## src/rtl/mem_shadow_pkg.sv

```systemverilog
// Shared types for the memory shadow read-out engine.
package mem_shadow_pkg;

    typedef enum logic [1:0] {
        StIdle,
        StRead,
        StDrain
    } state_e;

    localparam int unsigned SkidDepth = 2;

endpackage

```

## src/rtl/mem_shadow_skid.sv

```systemverilog
// Two-entry FIFO between the shadow read port and the output stream.
module mem_shadow_skid
    import mem_shadow_pkg::*;
#(
    parameter int unsigned Width = 9
) (
    input  logic             clk,
    input  logic             rst_n,
    input  logic             in_valid_i,
    output logic             in_ready_o,
    input  logic [Width-1:0] in_data_i,
    output logic             out_valid_o,
    input  logic             out_ready_i,
    output logic [Width-1:0] out_data_o,
    output logic [1:0]       occ_o
);

    logic [Width-1:0] mem_q [SkidDepth];
    logic             rd_ptr_q, rd_ptr_d;
    logic             wr_ptr_q, wr_ptr_d;
    logic [1:0]       occ_q, occ_d;
    logic             push, pop;

    always_comb begin
        in_ready_o  = (occ_q != 2'd2);
        out_valid_o = (occ_q != 2'd0);
        out_data_o  = mem_q[rd_ptr_q];
        occ_o       = occ_q;
        push        = in_valid_i & in_ready_o;
        pop         = out_valid_o & out_ready_i;
        wr_ptr_d    = push ? ~wr_ptr_q : wr_ptr_q;
        rd_ptr_d    = pop ? ~rd_ptr_q : rd_ptr_q;
        occ_d       = occ_q + {1'b0, push} - {1'b0, pop};
    end

    always_ff @(posedge clk or negedge rst_n) begin
        if (!rst_n) begin
            mem_q    <= '{default: '0};
            rd_ptr_q <= 1'b0;
            wr_ptr_q <= 1'b0;
            occ_q    <= 2'd0;
        end else begin
            if (push) begin
                mem_q[wr_ptr_q] <= in_data_i;
            end
            rd_ptr_q <= rd_ptr_d;
            wr_ptr_q <= wr_ptr_d;
            occ_q    <= occ_d;
        end
    end

endmodule

```

## src/rtl/mem_shadow_dump.sv

```systemverilog
// Walks a wrapping address range on the shadow read port and streams the words out
// over valid/ready, with at most two words buffered or in flight.
module mem_shadow_dump
    import mem_shadow_pkg::*;
#(
    parameter int unsigned  Depth     = 256,
    parameter int unsigned  DataWidth = 8,
    localparam int unsigned AddrWidth = $clog2(Depth)
) (
    input  logic                 clk,
    input  logic                 rst_n,
    input  logic                 start_i,
    input  logic [AddrWidth-1:0] base_i,
    input  logic [AddrWidth:0]   count_i,
    output logic                 busy_o,
    output logic                 done_o,
    output logic                 mem_req_o,
    output logic [AddrWidth-1:0] mem_addr_o,
    input  logic [DataWidth-1:0] mem_rdata_i,
    output logic                 out_valid_o,
    output logic [DataWidth-1:0] out_data_o,
    output logic                 out_last_o,
    input  logic                 out_ready_i
);

    typedef struct packed {
        logic                 last;
        logic [DataWidth-1:0] data;
    } entry_t;

    localparam int unsigned          EntryWidth = $bits(entry_t);
    localparam logic [AddrWidth-1:0] LastAddr   = AddrWidth'(Depth - 1);
    localparam logic [AddrWidth-1:0] AddrOne    = 1;
    localparam logic [AddrWidth:0]   CntOne     = 1;

    state_e               state_q, state_d;
    logic [AddrWidth-1:0] addr_q, addr_d;
    logic [AddrWidth-1:0] hold_addr_q, hold_addr_d;
    logic [AddrWidth:0]   remaining_q, remaining_d;
    logic                 inflight_q, inflight_last_q;
    logic                 done_q, done_d;
    logic                 issue;
    logic [2:0]           load;
    entry_t               push_entry, head_entry;
    logic                 fifo_valid, fifo_pop, fifo_in_ready;
    logic [1:0]           fifo_occ;

    // A word leaving the FIFO this cycle frees its slot before the new read's data lands.
    always_comb begin
        fifo_pop   = fifo_valid & out_ready_i;
        load       = {1'b0, fifo_occ} + {2'b00, inflight_q} - {2'b00, fifo_pop};
        issue      = (state_q == StRead) && (remaining_q != '0) && (load < 3'd2);
        push_entry = '{last: inflight_last_q, data: mem_rdata_i};
    end

    always_comb begin
        state_d     = state_q;
        addr_d      = addr_q;
        remaining_d = remaining_q;
        hold_addr_d = hold_addr_q;
        done_d      = 1'b0;
        case (state_q)
            StIdle: begin
                if (start_i) begin
                    if (count_i == '0) begin
                        done_d = 1'b1;
                    end else begin
                        state_d     = StRead;
                        addr_d      = base_i;
                        remaining_d = count_i;
                    end
                end
            end
            StRead: begin
                if (issue) begin
                    remaining_d = remaining_q - CntOne;
                    addr_d      = (addr_q == LastAddr) ? '0 : addr_q + AddrOne;
                    hold_addr_d = addr_q;
                    if (remaining_q == CntOne) begin
                        state_d = StDrain;
                    end
                end
            end
            StDrain: begin
                if (fifo_pop && head_entry.last) begin
                    state_d = StIdle;
                    done_d  = 1'b1;
                end
            end
            default: state_d = StIdle;
        endcase
    end

    always_comb begin
        busy_o      = (state_q != StIdle);
        done_o      = done_q;
        mem_req_o   = issue;
        mem_addr_o  = issue ? addr_q : hold_addr_q;
        out_valid_o = fifo_valid;
        out_data_o  = head_entry.data;
        out_last_o  = head_entry.last;
    end

    always_ff @(posedge clk or negedge rst_n) begin
        if (!rst_n) begin
            state_q         <= StIdle;
            addr_q          <= '0;
            hold_addr_q     <= '0;
            remaining_q     <= '0;
            inflight_q      <= 1'b0;
            inflight_last_q <= 1'b0;
            done_q          <= 1'b0;
        end else begin
            state_q         <= state_d;
            addr_q          <= addr_d;
            hold_addr_q     <= hold_addr_d;
            remaining_q     <= remaining_d;
            inflight_q      <= issue;
            inflight_last_q <= issue && (remaining_q == CntOne);
            done_q          <= done_d;
        end
    end

    mem_shadow_skid #(
        .Width(EntryWidth)
    ) u_skid (
        .clk        (clk),
        .rst_n      (rst_n),
        .in_valid_i (inflight_q),
        .in_ready_o (fifo_in_ready),
        .in_data_i  (push_entry),
        .out_valid_o(fifo_valid),
        .out_ready_i(out_ready_i),
        .out_data_o (head_entry),
        .occ_o      (fifo_occ)
    );

    // The issue rule must always leave room for returning read data.
    a_no_overflow: assert property (@(posedge clk) disable iff (!rst_n)
        inflight_q |-> fifo_in_ready);

endmodule
```

## config.mk

```make
export PLATFORM = sky130hd
export DESIGN_NAME = mem_shadow_dump
export DESIGN_NICKNAME = d
export VERILOG_FILES = /design/src/rtl/mem_shadow_pkg.sv /design/src/rtl/mem_shadow_skid.sv /design/src/rtl/mem_shadow_dump.sv
export SDC_FILE = /design/constraint.sdc
export NUM_CORES = 1
export LEC_CHECK = 0
export CAP_MARGIN = 0
export CORE_UTILIZATION = 40
export DETAILED_ROUTE_END_ITERATION = 10
export PLACE_DENSITY = 0.75
export SYNTH_ARGS = -nofsm -noshare
export SYNTH_HDL_FRONTEND = slang
export SYNTH_HIERARCHICAL = 1
export SYNTH_SLANG_ARGS = --single-unit
```

## constraint.sdc

```tcl
create_clock -name clk -period 5.5 [get_ports clk]
set_input_delay 0.825 -clock clk [delete_from_list [all_inputs] [get_ports clk]]
set_output_delay 0.825 -clock clk [all_outputs]
set_load 0.01 [all_outputs]
```

# [Word-level counts from Yosys, hierarchy flattened]
# Cells that the tools add are included.
[op_classes] add_sub_neg=6 order_cmp=4 n_eq_ne=10 muxes=26 n_bitwise=6 reduce_logical=13
[op_table] operator="$mux 9" n=7
[op_table] operator="$mux 8" n=5
[op_table] operator="$bwmux 18" n=1
[op_table] operator="$pmux 9 s2" n=1
[op_table] operator="$pmux 8 s2" n=1
[op_table] operator="$mux 2" n=5
[op_table] operator="$ne 2x2->1 const B" n=5
[op_table] operator="$demux 9 s1" n=1
[op_table] operator="$eq 9x1->1 const B" n=1
[op_table] operator="$logic_not 9->1" n=1
[op_table] operator="$reduce_bool 9->1" n=1
[op_table] operator="$sub 9x1->9 const B" n=1
[op_table] operator="$add 8x1->8 const B" n=1
[op_table] operator="$eq 8x8->1 const B" n=1
[op_table] operator="$pmux 2 s3" n=1
[op_table] operator="$reduce_bool 2->1" n=3
[op_table] operator="$logic_and 1x1->1" n=5
[op_table] operator="$reduce_and 5->1" n=1
[op_table] operator="$ge 2x2->1 const B" n=2
[op_table] operator="$not 1->2" n=2
[op_table] operator="$reduce_and 4->1" n=1
[op_table] operator="$add 2x1->3" n=1
[op_table] operator="$lt 3x2->1 const B" n=1
[op_table] operator="$mux 1" n=3
[op_table] operator="11 further kinds" n=13
[word_totals] ff_bits=52 input_bits=29 elab_cells=77

# [Longest topological paths before layout]
# Gate-level depths: netlist (run 1).
[logic_depth] ltp_word=7 ltp_mapped=11 mapped_depth_nobuf=10

# [Modules after synthesis]
# Netlist (run 1), hierarchy kept.
[modules_own_cells] mod="mem_shadow_dump" instances=1 cells_per_inst=202 area_each_um2=1903.1 seq_area_each_um2=750.7
[modules_own_cells] mod="mem_shadow_skid" instances=1 cells_per_inst=70 area_each_um2=1002.2 seq_area_each_um2=550.5

# [Least setup slack after synthesis (run 1)]
# Ideal clock, no wire load.
[synth_timing] path_type="flip-flop to output port" start="register u_skid.occ_q[1] (netlist: u_skid/occ_o[1])" end="output port mem_addr_o[0]" arrival_time_ps=2877 t_required_ps=4675 path_slack_ps=1798 path_stages_with_launch=12 path_buffers=2 path_cell_list="dfrtp_1 or2_2 and2_1 ha_1 nand2b_1 fa_1 xnor2_1 nand3_2 or2_1 buf_6 buf_12 mux2_4"
[synth_via] elab_chain_len=6 word_cells_on_any_way=7 cone_classes="add/sub: 2; order compare: 1; mux: 1; bitwise: 1; reduce/logical: 2"
[synth_lines] element="start, declared" line="mem_shadow_skid.sv:21" source="logic [1:0] occ_q, occ_d;"
[synth_lines] element="start signal, assigned" line="mem_shadow_skid.sv:41" source="occ_q <= 2'd0;"
[synth_lines] element="start signal, assigned" line="mem_shadow_skid.sv:48" source="occ_q <= occ_d;"
[synth_lines] element="$reduce_bool 2->1" line="mem_shadow_skid.sv:26" source="out_valid_o = (occ_q != 2'd0);"
[synth_lines] element="net out_valid_o" line="mem_shadow_dump.sv:20" source="output logic out_valid_o,"
[synth_lines] element="$and 1x1->1" line="mem_shadow_dump.sv:50" source="fifo_pop = fifo_valid & out_ready_i;"
[synth_lines] element="$sub 3x1->3" line="mem_shadow_dump.sv:51" source="load = {1'b0, fifo_occ} + {2'b00, inflight_q} - {2'b00, fifo_pop};"
[synth_lines] element="$lt 3x2->1" line="mem_shadow_dump.sv:52" source="issue = (state_q == StRead) && (remaining_q != '0) && (load < 3'd2);"
[synth_lines] element="$logic_and 1x1->1" line="mem_shadow_dump.sv:52"
[synth_lines] element="$mux 8"
[synth_lines] element="end, declared" line="mem_shadow_dump.sv:18" source="output logic [AddrWidth-1:0] mem_addr_o,"
# The timed path passes the listed nets, and every way through them passes these cells.

# [Worst setup path in the final report (run 1)]
[layout_timing] start="input port out_ready_i" end="output port mem_addr_o[1]"
[layout_via] elab_chain_len=5
[layout_lines] element="start, declared" line="mem_shadow_dump.sv:23" source="input logic out_ready_i"
[layout_lines] element="$and 1x1->1" line="mem_shadow_dump.sv:50"
[layout_lines] element="$sub 3x1->3" line="mem_shadow_dump.sv:51"
[layout_lines] element="$lt 3x2->1" line="mem_shadow_dump.sv:52"
[layout_lines] element="$logic_and 1x1->1" line="mem_shadow_dump.sv:52"
[layout_lines] element="$mux 8"
# No other way between the ends.

==> results.sh, run 1 <==
export IMPL_ys_types=50
export IMPL_num_antenna_cells=0
export IMPL_synthTopCellsByArea="dfrtp_1 45%, mux2_2 14%, mux2_4 4.7%, a21oi_1 3.4%, nand2_1 3.0%"
export IMPL_crit_fanout=17
export IMPL_post_cts_setup_buffers=0
export IMPL_routed_wl_mm=6.072
export IMPL_clock_sinks=52
export IMPL_finalSetupViolCount=0
export IMPL_hold_path_class="flop to flop"
export IMPL_dieWidth_um=87.23
export IMPL_reg2reg_depth=9
export IMPL_io_buffer_count=49
export IMPL_synth_top_area_share_pct=44.79
export IMPL_grt_pass1_wl_mm=9.880
export IMPL_grt_max_degree=53
export IMPL_dp_hpwl_mm=4.168
export IMPL_reg2reg_setup_slack_ns=2.23
export IMPL_skew_ns=0.001466
export IMPL_synth_top_area_cell="dfrtp_1"
export IMPL_grt_usage_pct=16.54
export IMPL_netlist_instances=272
export IMPL_cts_root_buffer="clkbuf_8"
export IMPL_synth_nets=308
export IMPL_cts_buffer_depth=2
export IMPL_design_area_mm2=0.003558
export IMPL_drtAntennaViolNets=0
export IMPL_maxCapViolations=0
export IMPL_antenna_found_initial=0
export IMPL_clkPwrFrac_pct=11.0
export IMPL_drive_gt1_share_pct=20.75
export IMPL_ys_seq_area_share_pct=44.79
export IMPL_leakage_uw=0.001510
export IMPL_wl_per_cell_um=14.67
export IMPL_reg2reg_to="hold_addr_q[1]"
export IMPL_dieArea_mm2=0.007608
export IMPL_avgSynthCellArea_um2=10.68
export IMPL_netSwitchingFraction_pct=37.98
export IMPL_gp_congestion=0.8448
export IMPL_clkLatencyLatePin_ns=0.30
export IMPL_grt_overflow=0
export IMPL_drt_first_pass_iters=4
export IMPL_clkTransAtPathRegs_ns=0.09
export IMPL_period_share_pct=91.01
export IMPL_power_density_mw_per_mm2=664.6
export IMPL_ir_drop_v=0.0004230
export IMPL_async_reset_ff_share_pct=100.0
export IMPL_critPathLaunch="out_ready_i"
export IMPL_num_vias=2279
export IMPL_endpoint_kind="primary output"
export IMPL_fmax_mhz=199.8
export IMPL_drtIter0Drc=106
export IMPL_finalHoldViolations=0
export IMPL_cp_endpoint="mem_addr_o[1]"
export IMPL_required_ns=4.68
export IMPL_nets=353
export IMPL_io_pins=50
export IMPL_crit_arrival_ns=4.18
export IMPL_dieHeight_um=87.23
export IMPL_cts_repair_resized=0
export IMPL_synthesis_area_mm2=0.002905
export IMPL_intPower_uw=1467
export IMPL_fill_cells=646
export IMPL_slew_violations=0
export IMPL_power_switching_uw=898.2
export IMPL_status="finished clean"
export IMPL_core_area_mm2=0.006907
export IMPL_via_per_inst=5.505
export IMPL_synth_seq_cells=52
export IMPL_cts_buffers=5
export IMPL_r2r_start="u_skid/occ_o[1]"
export IMPL_cts_tree="done"
export IMPL_worstSetupPathType="input pin to primary output"
export IMPL_cp_start_kind="input pin"
export IMPL_comb_power_share_pct=57.5
export IMPL_htreeDepth=2
export IMPL_rows=30
export IMPL_ys_warnings_count=6
export IMPL_synth_edff_count=0
export IMPL_tightest_slew_ns=0.9047
export IMPL_placed_area_mm2=0.003451
export IMPL_tns_ns=0
export IMPL_seq_power_share_pct=31.5
export IMPL_grt_pass1_vias=2083
export IMPL_min_period_ns=5.005
export IMPL_synth_ff_type="dfrtp_1"
export IMPL_drcViolationCount=0
export IMPL_slew_headroom_pct=39.36
export IMPL_initial_core_util_pct=42.07
export IMPL_rsz0062_at_grt="false"
export IMPL_hold_buffers=0
export IMPL_synthToLayoutAreaGrowth_pct=22.48
## power groups by stage
stage               sequential [uW]  clock [uW]  combinational [uW]
floorplan                       681           0                1020
global placement                741           0                1340
detailed placement              750           0                1360
CTS                             743         269                1370
global route                    772         282                1480
finish                          744         261                1360
## worst max-delay path, cell delays in order
cell,delay [ns]
clkdlybuf4s50_1,0.58
and2_1,0.21
ha_1,0.23
nand2b_1,0.15
fa_1,0.38
xnor2_1,0.21
nand3_2,0.12
or2_1,0.56
mux2_4,0.42
clkdlybuf4s50_1,0.49
## state kept, by name (all words and copies together) (netlist names)
register / count
state_q: 2
u_skid/wr_ptr_q: 1
u_skid/occ_o: 2
inflight_last_q: 1
hold_addr_q: 8
remaining_q: 9
done_o: 1
addr_q: 8
u_skid/mem_q: 18
u_skid/rd_ptr_q: 1
inflight_q: 1
## kinds of logic after synthesis
group                    count (synthesis)  share of synthesized area (%)
XOR/XNOR                                 4                          1.206
adder cells (fa/ha/maj)                  7                          3.273
AO/OA/AOI/OAI                           58                          12.06
multiplexers                            45                          18.56
AND/OR/NAND/NOR                         85                          16.37
buffers and inverters                   21                          3.747
flip-flops                              52                          44.79
## worst min path at each step
stage / depth (start not counted) / start / end / slack, ns
2_1_floorplan: 1 / u_skid/mem_q[0] / u_skid/mem_q[0] / 0.47
3_3_place_gp: 1 / u_skid/mem_q[0] / u_skid/mem_q[0] / 0.48
6_report: 1 / u_skid/mem_q[12] / u_skid/mem_q[12] / 0.51
3_5_place_dp: 1 / u_skid/mem_q[0] / u_skid/mem_q[0] / 0.49
4_1_cts: 1 / inflight_last_q / u_skid/mem_q[8] / 0.51
5_1_grt: 1 / u_skid/mem_q[5] / u_skid/mem_q[5] / 0.52
## layout by cell type, fill, tap and decap left out, types with 3 or more instances in the layout
cell type,instances
o21ai_0,10
o2bb2ai_1,4
nor2_1,16
ha_1,6
inv_1,6
buf_4,3
nand3b_1,4
nor3b_1,3
mux2_4,9
nand3_1,11
clkdlybuf4s50_1,48
o22ai_1,4
a21oi_1,20
a31oi_1,8
nor4_1,3
nand2b_1,4
clkbuf_8,5
dfrtp_1,52
mux2_2,35
xnor2_1,3
nand4_1,3
nand2_1,23
## cell usage after synthesis, types with 2 or more instances
cell,instances
xnor2_1,3
nor4_1,3
a21oi_1,20
o22ai_1,4
nand3_2,2
inv_1,6
buf_2,5
clkbuf_1,7
nand3_1,11
o21ai_1,2
a31oi_1,8
o2bb2ai_1,4
nand2b_1,4
dfrtp_1,52
mux2_2,35
and4_1,2
nand2_1,23
o21ai_0,10
or2_2,2
nand4_1,3
o31ai_1,2
nor3_1,2
nor2_1,16
ha_1,6
o211ai_1,2
nand3b_1,4
mux2_4,9
nor3b_1,3
## metal layers
metal | routed length (um) | GRT usage, % | share of wire (%)
met1 | 2645 | 21.98 | 44
met2 | 2995 | 27.49 | 49
met3 | 405 | 3.981 | 6.7
met4 | 25 | 3.577 | 0.41
met5 | 0 | 0 | 0
## layout make-up
| type | instances | area, um^2 | area share [%] |
|---|---|---|---|
| tap | 96 | 120.1 | 3.376 |
| sequential | 52 | 1301 | 36.57 |
| timing repair buffer | 52 | 508.0 | 14.28 |
| inverter | 7 | 26.28 | 0.7384 |
| clock inverter | 2 | 35.03 | 0.9845 |
| multi-input combinational | 199 | 1495 | 42.02 |
| clock buffer | 6 | 72.57 | 2.039 |
## stage by stage
| stage | std cells | worst slack, ns | total power [uW] | utilization (%) | hold WS (ns) |
|---|---|---|---|---|---|
| 2_1_floorplan | 272 | 1.798 | 1700 | - | 0.4737 |
| 3_3_place_gp | 406 | 0.5720 | 2077 | 49.96 | 0.4809 |
| 3_5_place_dp | 406 | 0.4907 | 2113 | 49.96 | 0.4894 |
| 4_1_cts | 414 | 0.4684 | 2380 | 51.52 | 0.5122 |
| 5_1_grt | 414 | 0.2979 | 2530 | 51.52 | 0.5223 |
| 6_report | 414 | 0.4946 | 2365 | 51.52 | 0.5071 |
(Power assumes the default switching activity.)
==> run 2: changes to the inputs <==
- ABC_AREA: default -> 0
==> results of run 2 <==
Final layout, timing and power as in run 1 (identical DEF).
